$ cat src/rtl/threewire_pkg.sv
// threewire_mc shared types: FSM state encoding, transfer-direction
// constants and a small elaboration-time helper.
package threewire_pkg;

  typedef enum logic [3:0] {
    S_IDLE,
    S_SETUP,
    S_RW,
    S_ADDR,
    S_WDATA,
    S_TURN,
    S_RDATA,
    S_PARITY,
    S_HOLD
  } state_t;

  localparam logic TW_RD = 1'b0;
  localparam logic TW_WR = 1'b1;

  function automatic int max3(int a, int b, int c);
    int m;
    m = (a > b) ? a : b;
    return (m > c) ? m : c;
  endfunction

endpackage

$ cat src/rtl/threewire_mc_if.sv
// Host-side register-bank bundle of threewire_mc.
// master = host (drives in_*), slave = threewire_mc (drives out_*).
interface threewire_mc_if #(
  parameter int ADDR_BITS = 9,
  parameter int DATA_BITS = 16,
  parameter int NUM_CS    = 4,
  parameter int DIV_BITS  = 8
);
  localparam int SEL_BITS = (NUM_CS > 1) ? $clog2(NUM_CS) : 1;

  logic                 in_start;
  logic                 in_mode_wr;
  logic [SEL_BITS-1:0]  in_cs_sel;
  logic [ADDR_BITS-1:0] in_addr;
  logic [DATA_BITS-1:0] in_wr_data;
  logic [DIV_BITS-1:0]  in_div;
  logic [DATA_BITS-1:0] out_rd_data;
  logic                 out_busy;
  logic                 out_done;
  logic                 out_sel_err;

  modport master (
    output in_start, in_mode_wr, in_cs_sel,
    output in_addr, in_wr_data, in_div,
    input  out_rd_data, out_busy,
    input  out_done, out_sel_err
  );

  modport slave (
    input  in_start, in_mode_wr, in_cs_sel,
    input  in_addr, in_wr_data, in_div,
    output out_rd_data, out_busy,
    output out_done, out_sel_err
  );

endinterface

$ cat src/rtl/threewire_clkgen.sv
// 3-wire bit-clock generator: half-period counter of div+1 cycles.
// Ports: en/clr from FSM, gate lets rise reach tw_clock; rise/fall strobes.
module threewire_clkgen #(
  parameter int DIV_BITS = 8
) (
  input  logic                in_clk,
  input  logic                in_rst,
  input  logic                en,
  input  logic                clr,
  input  logic                gate,
  input  logic [DIV_BITS-1:0] div,
  output logic                rise,
  output logic                fall,
  output logic                tw_clock
);

  logic [DIV_BITS-1:0] cnt_q, cnt_d;
  logic                half_q, half_d;
  logic                clk_q, clk_d;
  logic                wrap;

  // wrap at cnt==div, so all-ones div never overflows the counter
  assign wrap     = (cnt_q == div);
  assign rise     = en & wrap & ~half_q;
  assign fall     = en & wrap & half_q;
  assign tw_clock = clk_q;

  always_comb begin
    cnt_d  = cnt_q;
    half_d = half_q;
    clk_d  = clk_q;
    if (clr) begin
      cnt_d  = '0;
      half_d = 1'b0;
      clk_d  = 1'b0;
    end else if (en) begin
      if (wrap) begin
        cnt_d  = '0;
        half_d = ~half_q;
      end else begin
        cnt_d = cnt_q + DIV_BITS'(1);
      end
      if (rise && gate) clk_d = 1'b1;
      if (fall)         clk_d = 1'b0;
    end
  end

  always_ff @(posedge in_clk) begin
    if (in_rst) begin
      cnt_q  <= '0;
      half_q <= 1'b0;
      clk_q  <= 1'b0;
    end else begin
      cnt_q  <= cnt_d;
      half_q <= half_d;
      clk_q  <= clk_d;
    end
  end

endmodule

$ cat src/rtl/threewire_mc.sv
// 3-wire serial master: host bundle (threewire_mc_if.slave), tw clock/cs/data
// pins. Macro THREEWIRE_MC_PARITY_EN adds a parity bit and out_parity_err.
module threewire_mc
  import threewire_pkg::*;
#(
  parameter int ADDR_BITS  = 9,
  parameter int DATA_BITS  = 16,
  parameter int NUM_CS     = 4,
  parameter int DIV_BITS   = 8,
  parameter int TURNAROUND = 1
) (
  input  logic              in_clk,
  input  logic              in_rst,
  threewire_mc_if.slave     host,
  output logic              out_tw_clock,
  output logic [NUM_CS-1:0] out_tw_cs,
  output logic              out_tw_data_o,
  output logic              out_tw_data_oe,
`ifdef THREEWIRE_MC_PARITY_EN
  output logic              out_parity_err,
`endif
  input  logic              in_tw_data_i
);

  localparam int SEL_BITS = (NUM_CS > 1) ? $clog2(NUM_CS) : 1;
  localparam int CNT_BITS =
    $clog2(max3(ADDR_BITS, DATA_BITS, TURNAROUND) + 1);
`ifdef THREEWIRE_MC_PARITY_EN
  localparam int PAR_BITS = 1;
`else
  localparam int PAR_BITS = 0;
`endif
  localparam int TX_BITS  = 1 + ADDR_BITS + DATA_BITS + PAR_BITS;

  localparam logic [CNT_BITS-1:0] CNT_ADDR = CNT_BITS'(ADDR_BITS - 1);
  localparam logic [CNT_BITS-1:0] CNT_DATA = CNT_BITS'(DATA_BITS - 1);
  localparam logic [CNT_BITS-1:0] CNT_TURN = CNT_BITS'(TURNAROUND - 1);
  localparam logic [SEL_BITS:0]   CS_LIM   = (SEL_BITS + 1)'(NUM_CS);

  state_t               state_q, state_d;
  logic                 mode_q, mode_d;
  logic [DIV_BITS-1:0]  div_q, div_d;
  logic [NUM_CS-1:0]    cs_q, cs_d;
  logic [TX_BITS-1:0]   tx_q, tx_d;
  logic [DATA_BITS-1:0] rx_q, rx_d;
  logic [CNT_BITS-1:0]  cnt_q, cnt_d;
  logic                 busy_q, busy_d;
  logic                 done_q, done_d;
  logic                 sel_err_q, sel_err_d;
  logic                 dout_q, dout_d;
  logic                 oe_q, oe_d;
  logic [DATA_BITS-1:0] rd_data_q, rd_data_d;
`ifdef THREEWIRE_MC_PARITY_EN
  logic                 par_in_q, par_in_d;
  logic                 parity_err_q, parity_err_d;
`endif

  logic clk_en, clk_clr, clk_gate;
  logic rise, fall;
  logic sel_ok;
  logic cnt_zero;
  logic tx_msb;

  assign sel_ok   = ({1'b0, host.in_cs_sel} < CS_LIM);
  assign cnt_zero = (cnt_q == '0);
  assign tx_msb   = tx_q[TX_BITS-1];
  assign clk_en   = (state_q != S_IDLE);
  // SETUP and HOLD keep the bus clock low
  assign clk_gate = state_q inside {S_RW, S_ADDR, S_WDATA,
                                    S_TURN, S_RDATA, S_PARITY};

  threewire_clkgen #(
    .DIV_BITS (DIV_BITS)
  ) u_clkgen (
    .in_clk   (in_clk),
    .in_rst   (in_rst),
    .en       (clk_en),
    .clr      (clk_clr),
    .gate     (clk_gate),
    .div      (div_q),
    .rise     (rise),
    .fall     (fall),
    .tw_clock (out_tw_clock)
  );

  always_comb begin
    state_d   = state_q;
    mode_d    = mode_q;
    div_d     = div_q;
    cs_d      = cs_q;
    tx_d      = tx_q;
    rx_d      = rx_q;
    cnt_d     = cnt_q;
    busy_d    = busy_q;
    done_d    = 1'b0;
    sel_err_d = 1'b0;
    dout_d    = dout_q;
    oe_d      = oe_q;
    rd_data_d = rd_data_q;
    clk_clr   = 1'b0;
`ifdef THREEWIRE_MC_PARITY_EN
    par_in_d     = par_in_q;
    parity_err_d = 1'b0;
`endif
    unique case (state_q)
      S_IDLE: begin
        clk_clr = 1'b1;
        if (host.in_start) begin
          if (sel_ok) begin
            state_d = S_SETUP;
            mode_d  = host.in_mode_wr;
            div_d   = host.in_div;
            cs_d    = ~(NUM_CS'(1) << host.in_cs_sel);
`ifdef THREEWIRE_MC_PARITY_EN
            tx_d    = {host.in_mode_wr, host.in_addr,
                       host.in_wr_data,
                       ^{host.in_mode_wr, host.in_addr,
                         host.in_wr_data}};
`else
            tx_d    = {host.in_mode_wr, host.in_addr,
                       host.in_wr_data};
`endif
            busy_d  = 1'b1;
            oe_d    = 1'b1;
            dout_d  = 1'b0;
          end else begin
            sel_err_d = 1'b1;
          end
        end
      end
      S_SETUP: begin
        if (fall) begin
          state_d = S_RW;
          dout_d  = tx_msb;
          tx_d    = tx_q << 1;
        end
      end
      S_RW: begin
        if (fall) begin
          state_d = S_ADDR;
          cnt_d   = CNT_ADDR;
          dout_d  = tx_msb;
          tx_d    = tx_q << 1;
        end
      end
      S_ADDR: begin
        if (fall) begin
          if (!cnt_zero) begin
            cnt_d  = cnt_q - CNT_BITS'(1);
            dout_d = tx_msb;
            tx_d   = tx_q << 1;
          end else if (mode_q == TW_WR) begin
            state_d = S_WDATA;
            cnt_d   = CNT_DATA;
            dout_d  = tx_msb;
            tx_d    = tx_q << 1;
          end else begin
            state_d = S_TURN;
            cnt_d   = CNT_TURN;
            oe_d    = 1'b0;
            dout_d  = 1'b0;
          end
        end
      end
      S_WDATA: begin
        if (fall) begin
          if (!cnt_zero) begin
            cnt_d  = cnt_q - CNT_BITS'(1);
            dout_d = tx_msb;
            tx_d   = tx_q << 1;
          end else begin
`ifdef THREEWIRE_MC_PARITY_EN
            state_d = S_PARITY;
            dout_d  = tx_msb;
            tx_d    = tx_q << 1;
`else
            state_d = S_HOLD;
            dout_d  = 1'b0;
`endif
          end
        end
      end
      S_TURN: begin
        if (fall) begin
          if (!cnt_zero) begin
            cnt_d = cnt_q - CNT_BITS'(1);
          end else begin
            state_d = S_RDATA;
            cnt_d   = CNT_DATA;
          end
        end
      end
      S_RDATA: begin
        if (rise) rx_d = {rx_q[DATA_BITS-2:0], in_tw_data_i};
        if (fall) begin
          if (!cnt_zero) begin
            cnt_d = cnt_q - CNT_BITS'(1);
          end else begin
`ifdef THREEWIRE_MC_PARITY_EN
            state_d = S_PARITY;
`else
            state_d = S_HOLD;
`endif
          end
        end
      end
      S_PARITY: begin
`ifdef THREEWIRE_MC_PARITY_EN
        if (rise) par_in_d = in_tw_data_i;
`endif
        if (fall) begin
          state_d = S_HOLD;
          dout_d  = 1'b0;
        end
      end
      S_HOLD: begin
        if (fall) begin
          state_d = S_IDLE;
          cs_d    = '1;
          oe_d    = 1'b0;
          dout_d  = 1'b0;
          busy_d  = 1'b0;
          done_d  = 1'b1;
          if (mode_q == TW_RD) rd_data_d = rx_q;
`ifdef THREEWIRE_MC_PARITY_EN
          parity_err_d = (mode_q == TW_RD) && (par_in_q != ^rx_q);
`endif
        end
      end
      default: state_d = S_IDLE;
    endcase
  end

  always_ff @(posedge in_clk) begin
    if (in_rst) begin
      state_q   <= S_IDLE;
      mode_q    <= TW_RD;
      div_q     <= '0;
      cs_q      <= '1;
      tx_q      <= '0;
      rx_q      <= '0;
      cnt_q     <= '0;
      busy_q    <= 1'b0;
      done_q    <= 1'b0;
      sel_err_q <= 1'b0;
      dout_q    <= 1'b0;
      oe_q      <= 1'b0;
      rd_data_q <= '0;
`ifdef THREEWIRE_MC_PARITY_EN
      par_in_q     <= 1'b0;
      parity_err_q <= 1'b0;
`endif
    end else begin
      state_q   <= state_d;
      mode_q    <= mode_d;
      div_q     <= div_d;
      cs_q      <= cs_d;
      tx_q      <= tx_d;
      rx_q      <= rx_d;
      cnt_q     <= cnt_d;
      busy_q    <= busy_d;
      done_q    <= done_d;
      sel_err_q <= sel_err_d;
      dout_q    <= dout_d;
      oe_q      <= oe_d;
      rd_data_q <= rd_data_d;
`ifdef THREEWIRE_MC_PARITY_EN
      par_in_q     <= par_in_d;
      parity_err_q <= parity_err_d;
`endif
    end
  end

  assign host.out_rd_data = rd_data_q;
  assign host.out_busy    = busy_q;
  assign host.out_done    = done_q;
  assign host.out_sel_err = sel_err_q;
  assign out_tw_cs        = cs_q;
  assign out_tw_data_o    = dout_q;
  assign out_tw_data_oe   = oe_q;
`ifdef THREEWIRE_MC_PARITY_EN
  assign out_parity_err   = parity_err_q;
`endif

endmodule

$ cat src/flat_wrapper.sv
// flat-port wrapper written by rule: the top's interface ports become plain ports
module threewire_mc_flat import threewire_pkg::*;
#(
  parameter int ADDR_BITS  = 9,
  parameter int DATA_BITS  = 16,
  parameter int NUM_CS     = 4,
  parameter int DIV_BITS   = 8,
  parameter int TURNAROUND = 1
)
  (in_clk, in_rst, out_tw_clock, out_tw_cs, out_tw_data_o, out_tw_data_oe, in_tw_data_i, host_in_start, host_in_mode_wr, host_in_cs_sel, host_in_addr, host_in_wr_data, host_in_div, host_out_rd_data, host_out_busy, host_out_done, host_out_sel_err);
  threewire_mc_if #(.ADDR_BITS(ADDR_BITS), .DATA_BITS(DATA_BITS), .NUM_CS(NUM_CS), .DIV_BITS(DIV_BITS)) host_i ();
  input  logic in_clk;
  input  logic in_rst;
  output logic out_tw_clock;
  output logic [NUM_CS-1:0] out_tw_cs;
  output logic out_tw_data_o;
  output logic out_tw_data_oe;
  input  logic in_tw_data_i;
  input wire logic [$bits(host_i.in_start)-1:0] host_in_start;
  input wire logic [$bits(host_i.in_mode_wr)-1:0] host_in_mode_wr;
  input wire logic [$bits(host_i.in_cs_sel)-1:0] host_in_cs_sel;
  input wire logic [$bits(host_i.in_addr)-1:0] host_in_addr;
  input wire logic [$bits(host_i.in_wr_data)-1:0] host_in_wr_data;
  input wire logic [$bits(host_i.in_div)-1:0] host_in_div;
  output wire logic [$bits(host_i.out_rd_data)-1:0] host_out_rd_data;
  output wire logic [$bits(host_i.out_busy)-1:0] host_out_busy;
  output wire logic [$bits(host_i.out_done)-1:0] host_out_done;
  output wire logic [$bits(host_i.out_sel_err)-1:0] host_out_sel_err;
  assign host_i.in_start = host_in_start;
  assign host_i.in_mode_wr = host_in_mode_wr;
  assign host_i.in_cs_sel = host_in_cs_sel;
  assign host_i.in_addr = host_in_addr;
  assign host_i.in_wr_data = host_in_wr_data;
  assign host_i.in_div = host_in_div;
  assign host_out_rd_data = host_i.out_rd_data;
  assign host_out_busy = host_i.out_busy;
  assign host_out_done = host_i.out_done;
  assign host_out_sel_err = host_i.out_sel_err;
  threewire_mc #(.ADDR_BITS(ADDR_BITS), .DATA_BITS(DATA_BITS), .NUM_CS(NUM_CS), .DIV_BITS(DIV_BITS), .TURNAROUND(TURNAROUND)) u_core (.in_clk(in_clk), .in_rst(in_rst), .host(host_i), .out_tw_clock(out_tw_clock), .out_tw_cs(out_tw_cs), .out_tw_data_o(out_tw_data_o), .out_tw_data_oe(out_tw_data_oe), .in_tw_data_i(in_tw_data_i));
endmodule
$ cat config.mk
export PLATFORM = sky130hd
export DESIGN_NAME = threewire_mc_flat
export DESIGN_NICKNAME = d
export VERILOG_FILES = /design/src/rtl/threewire_pkg.sv /design/src/rtl/threewire_mc_if.sv /design/src/rtl/threewire_clkgen.sv /design/src/rtl/threewire_mc.sv /design/src/flat_wrapper.sv
export SDC_FILE = /design/constraint.sdc
export NUM_CORES = 1
export LEC_CHECK = 0
export CORE_ASPECT_RATIO = 1.25
export CORE_MARGIN = 8
export CORE_UTILIZATION = 50
export DETAILED_ROUTE_END_ITERATION = 12
export GPL_TIMING_DRIVEN = 0
export PLACE_DENSITY = 0.75
export SETUP_SLACK_MARGIN = 0.4
export SLEW_MARGIN = 20
export SYNTH_ARGS = -nofsm -noshare
export SYNTH_HDL_FRONTEND = slang
export SYNTH_SLANG_ARGS = --single-unit
$ cat constraint.sdc
create_clock -name in_clk -period 2.7 [get_ports in_clk]
set_input_delay 0.54 -clock in_clk [delete_from_list [all_inputs] [get_ports in_clk]]
set_output_delay 0.54 -clock in_clk [all_outputs]
set_load 0.03 [all_outputs]
Word level (Yosys, flattened, before mapping)
Cells that the tools add are included.
{"block": "totals", "input_bits": 40, "word_cells": 132, "out_inout_bits": 26, "register_bits": 94}
{"block": "classes", "eq_ne": 27, "n_addsub": 2, "muxes": 53, "shifts": 1, "reduce_logical": 27, "bitwise_logic": 7}
{"operator": "26-bit two-way mux", "n": 7}
{"operator": "26-bit one-hot mux with 4 select lines", "n": 1}
{"operator": "4-bit two-way mux", "n": 14}
{"operator": "5-bit two-way mux", "n": 7}
{"operator": "4-bit one-hot mux with 8 select lines", "n": 1}
{"operator": "2-bit by 1-bit inequality test with 1-bit output (second input constant)", "n": 13}
{"operator": "5-bit one-hot mux with 4 select lines", "n": 1}
{"operator": "6-bit AND reduction", "n": 3}
{"operator": "1-bit two-way mux", "n": 17}
{"operator": "4-bit by 3-bit == test with 1-bit output (second input constant)", "n": 4}
{"operator": "4-bit nonzero test", "n": 3}
{"operator": "11-bit AND reduction", "n": 1}
{"operator": "2-bit OR reduction", "n": 5}
{"operator": "8-bit by 1-bit adder with 8-bit output (second input constant)", "n": 1}
{"operator": "4-bit by 2-bit == test with 1-bit output (second input constant)", "n": 2}
{"operator": "8-bit == test", "n": 1}
{"operator": "8-bit two-way mux", "n": 1}
{"operator": "2-bit inequality test (second input constant)", "n": 4}
{"operator": "4-bit one-hot mux with 2 select lines", "n": 1}
{"operator": "2-bit AND reduction", "n": 4}
{"operator": "7-bit AND reduction", "n": 1}
{"operator": "3-bit AND reduction", "n": 2}
{"operator": "6-bit nonzero test", "n": 1}
{"operator": "5-bit zero test", "n": 1}
{"operator": "other kinds (16)", "n": 21}

Depth between registers and ports, before layout
{"block": "logic_depth", "depth_word": 6, "depth_mapped": 9, "ltp_nobuf": 7}

Modules after synthesis
A second synthesis with hierarchy kept.
{"block": "hier_totals", "cells_unflattened": 485, "area_unflattened_um2": 4241.6}
{"mod": "threewire_mc", "area_per_inst_um2": 3697.3, "seq_area_each_um2": 1681.6, "cells_each": 423, "instances": 1}
{"mod": "threewire_clkgen", "area_per_inst_um2": 544.3, "seq_area_each_um2": 200.2, "cells_each": 62, "instances": 1}

Worst setup path after synthesis
OpenSTA, ideal clock, no wires.
{"block": "synth_timing", "kind": "register -> register", "startpoint": "reg u_core.u_clkgen.cnt_q[2]", "endpoint": "reg u_core.tx_q[10]", "path_slack_ps": 371, "path_buffers": 3, "stages_incl_launch_ff": 9, "t_arrival_ps": 2211, "required_time_ps": 2581, "synth_period_minus_slack_ps": 2329, "path_cell_list": "dfxtp_1 buf_6 xor2_1 nor4_4 nand3_4 or4_1 buf_2 buf_6 o221a_1"}
{"block": "synth_between", "elab_chain_len": 5, "word_cells_on_any_way": 7, "classes_between": "eq/ne: 4; bitwise: 2; reduce/logical: 1"}
{"item": "start: declaration", "line": "threewire_clkgen.sv:17", "source": "logic [DIV_BITS-1:0] cnt_q, cnt_d;"}
{"item": "start signal: assignment", "line": "threewire_clkgen.sv:54", "source": "cnt_q <= cnt_d;"}
{"item": "8-bit == test (*)", "line": "threewire_clkgen.sv:23", "source": "assign wrap = (cnt_q == div);"}
{"item": "1-bit bitwise AND (*) (2 in series)", "line": "threewire_clkgen.sv:25", "source": "assign fall = en & wrap & half_q;"}
{"item": "2-bit by 1-bit inequality test with 1-bit output (no line)"}
{"item": "7-bit AND reduction (no line) (*)"}
{"item": "end signal: assignment", "line": "threewire_mc.sv:258", "source": "tx_q <= tx_d;"}
{"item": "end: declaration", "line": "threewire_mc.sv:44", "source": "logic [TX_BITS-1:0] tx_q, tx_d;"}
Every way passes the cells marked *; elsewhere a longest branch is shown, timed or not.
A chain may end at the register's enable or synchronous reset.

Worst setup path in the final report
{"block": "layout_timing", "startpoint": "reg u_core.cnt_q[0]", "endpoint": "reg u_core.tx_q[9]"}
{"block": "layout_between", "elab_chain_len": 4, "word_cells_on_any_way": 7, "classes_between": "eq/ne: 2; mux: 3; reduce/logical: 2"}
{"item": "start: declaration", "line": "threewire_mc.sv:46", "source": "logic [CNT_BITS-1:0] cnt_q, cnt_d;"}
{"item": "start signal: assignment", "line": "threewire_mc.sv:260", "source": "cnt_q <= cnt_d;"}
{"item": "5-bit zero test (*)", "line": "threewire_mc.sv:65", "source": "assign cnt_zero = (cnt_q == '0);"}
{"item": "26-bit two-way mux", "line": "threewire_mc.sv:148", "source": "if (!cnt_zero) begin"}
{"item": "26-bit two-way mux", "line": "threewire_mc.sv:147", "source": "if (fall) begin"}
{"item": "26-bit one-hot mux with 4 select lines", "line": "threewire_mc.sv:105", "source": "unique case (state_q)"}
Every way passes the cells marked *; elsewhere a longest branch is shown, timed or not. The select of a mux whose other input is x is not followed.

==> results.sh <==
export IMPL_status="completed"
export IMPL_critPathCaptureType="flip-flop"
export IMPL_r2r_start="u_core.cnt_q[0]"
export IMPL_die_h_um=119
export IMPL_setup_ws_ps=451
export IMPL_numCtsBuffers=9
export IMPL_slew_viol_final=0
export IMPL_async_flop_share_pct=0
export IMPL_die_x_um=98.7
export IMPL_antenna_found_initial=0
export IMPL_n_fill_cell=710
export IMPL_synth_edf_count=0
export IMPL_min_to="u_core.host.out_rd_data[9]"
export IMPL_grt_usage_pct=18.9
export IMPL_postRouteAntennaNets=0
export IMPL_post_place_ws_ps=98.8
export IMPL_r2r_slack_ps=450
export IMPL_fin_skew_ps=10.4
export IMPL_max_slew_margin_pct=58.8
export IMPL_syn_nets=536
export IMPL_ys_warn_count=0
export IMPL_hold_depth=2
export IMPL_tightestPinTransition_ps=612
export IMPL_drive_gt1_share_pct=11.4
export IMPL_required_ps=2950
export IMPL_power_leakage_nw=2.11
export IMPL_antenna_cells=0
export IMPL_cp_max_fo=10
export IMPL_hold_viol_final=0
export IMPL_routed_wl_mm=11.0
export IMPL_htree_levels=3
export IMPL_avgViaCountPerCell=5.70
export IMPL_ys_seq_area_share_pct=44.1
export IMPL_max_cap_violations=0
export IMPL_setup_viol=0
export IMPL_dp_final_hpwl_mm=7.82
export IMPL_path_clk_slew_ps=80
export IMPL_avgRoutedWirePerCell_um=16.2
export IMPL_die_area_sq_mm=0.0118
export IMPL_critical_path_class="flip-flop to flip-flop"
export IMPL_power_density_mw_per_mm2=503
export IMPL_vdd_ir_drop_max_mv=0.298
export IMPL_syn_inst=493
export IMPL_gr_total_overflow=0
export IMPL_cts_root_buf="clkbuf_8"
export IMPL_drt_iter0_markers=215
export IMPL_gp_congestion=0.921
export IMPL_r2r_end="u_core.tx_q[9]"
export IMPL_yosysTopAreaCell="dfxtp_1"
export IMPL_rows=37
export IMPL_synth_area_per_cell_sq_um=8.66
export IMPL_cts_tree="built"
export IMPL_cts_max_path_buffers=2
export IMPL_worstSetupStartpointType="flip-flop"
export IMPL_netlist_area_sq_mm=0.00427
export IMPL_synth_seq_cells=94
export IMPL_yosys_area_top_type_share_pct=44.1
export IMPL_fmax_ghz=0.445
export IMPL_grt_pass1_vias=3889
export IMPL_via_count=3852
export IMPL_start_util_pct=51.5
export IMPL_port_buffers=63
export IMPL_post_synth_top_count_cell="dfxtp_1"
export IMPL_cts_sinks=94
export IMPL_rsz0062_at_grt="true"
export IMPL_dominantRegCellSynth="dfxtp_1"
export IMPL_hp_class="flip-flop to flip-flop"
export IMPL_hold_path_startpoint="u_core.host.out_rd_data[9]"
export IMPL_fp_coreArea_sq_mm=0.00829
export IMPL_first_pass_iters=4
export IMPL_reg2regPathDepth=8
export IMPL_grt_pass1_wl_mm=18.3
export IMPL_synth_commonest_cells="dfxtp_1 (94), nor2_1 (93), nand2_1 (70)"
export IMPL_min_period_over_period_pct=83.3
export IMPL_drc=0
export IMPL_syn2layout_area_growth_pct=25.8
export IMPL_whs_ps=458
export IMPL_grt_max_degree=14
export IMPL_finalSetupTns_ps=0
export IMPL_ios=66
export IMPL_synth_top_cells_by_area="dfxtp_1 (44%), nor2_1 (8.2%), mux2i_1 (7.5%)"
export IMPL_synth_cell_types=55
export IMPL_fin_nets=619
export IMPL_arrival_ps=2500
export IMPL_final_min_clock_period_ps=2250
export IMPL_clock_latency_ps=360
[cell families after synthesis]
family | Yosys count | synth area share [%]
simple gates | 212 | 22.5
flops | 94 | 44.1
other cells | 1 | 0.0878
xor+xnor | 15 | 3.08
mux | 32 | 7.50
compound gates | 95 | 17.5
buf+inv | 41 | 4.39
fa+ha+maj | 3 | 0.879
[report_power, final]
part | internal (W) | switching (W)
Clock | 0.000400 | 0.000453
Sequential | 0.00145 | 0.0000386
Combinational | 0.000172 | 0.000192
Total | 0.00202 | 0.000683
[repair_timing]
item | 4_1_cts | 5_1_grt
setup endpoints to repair | 58 | 59
gates resized for setup | 13 | 22
pin swaps | 7 | 2
hold buffers | 0 | 0
setup buffers | 8 | 1
[how the worst max path moves through the flow]
stage                                        start               to  slack, ps  depth (start not counted)
after CTS                        u_core.state_q[1]   u_core.rx_q[7]        300                          7
after global placement             u_core.cnt_q[0]  u_core.tx_q[21]        -90                          9
final                              u_core.cnt_q[0]   u_core.tx_q[9]        450                          8
after floorplan           u_core.u_clkgen.cnt_q[7]  u_core.tx_q[10]        450                          7
after detailed placement         u_core.state_q[3]  u_core.div_q[4]        100                          7
after global routing             u_core.state_q[2]  u_core.cnt_q[4]        370                          6
[routing by layer]
layer	track usage (%)	up-vias	routed length, um	share of wire (%)
met2	32.1	110	5350	49
met3	4.20	19	574	5.2
met1	21.9	1827	4770	44
li1	-	1896	-	-
met5	0	-	0	0
met4	9.24	0	255	2.3
[registers in the layout, indices dropped and copies added, names as in the netlist]
signal	count
u_core.state_q	4
u_core.out_tw_data_o	1
u_core.host.out_rd_data	16
u_core.u_clkgen.half_q	1
u_core.tx_q	26
u_core.cnt_q	5
u_core.host.out_busy	1
u_core.out_tw_cs	4
u_core.div_q	8
u_core.host.out_done	1
u_core.u_clkgen.cnt_q	8
u_core.out_tw_data_oe	1
u_core.mode_q	1
u_core.rx_q	16
u_core.u_clkgen.tw_clock	1
[per-stage QoR]
step / total power (W) / instances / cell area [sq um] / util [%]
global route: 0.00282 / 676 / 5370 / 64.8
finish: 0.00270 / 676 / 5370 / 64.8
CTS: 0.00271 / 675 / 5310 / 64.1
floorplan: 0.00172 / 493 / 4280 / -
detailed placement: 0.00185 / 653 / 5030 / 60.7
global placement: 0.00185 / 653 / 5030 / 60.7
[critical path: stages (launching register included)]
cell	delay [ps]
dfxtp_2	340
inv_1	100
ha_2	200
or4b_4	500
or3_4	370
nand2_4	100
a2111oi_4	50
buf_2	230
o221a_1	250
[cell type report]
cell class                      instances  area [sq um]  area share [%]
Timing Repair Buffer                   72           698            13.0
Tap cell                               97           121            2.26
Multi-Input combinational cell        358          2280            42.5
Sequential cell                        94          1880            35.1
Clock inverter                          1          5.00          0.0931
Buffer                                 35           191            3.56
Inverter                                6          22.5           0.419
Clock buffer                           13           169            3.14
[layout by cell type, fill, tap and decap left out, drive strengths merged, types with 4 or more instances in the layout]
master / netlist / routed
a21o: 5 / 5
inv: 6 / 6
a21oi: 23 / 23
mux2i: 32 / 32
clkbuf: 26 / 38
nor3: 10 / 10
o21ai: 16 / 16
xor2: 14 / 14
nor2: 93 / 93
nand2: 70 / 70
dfxtp: 94 / 94
o221a: 25 / 25
nand3: 7 / 7
a31oi: 4 / 4
clkdlybuf4s50: 0 / 63
nand4: 5 / 5
nor4: 6 / 6
buf: 9 / 19
No activity file was read; power rests on OpenSTA's default activity.
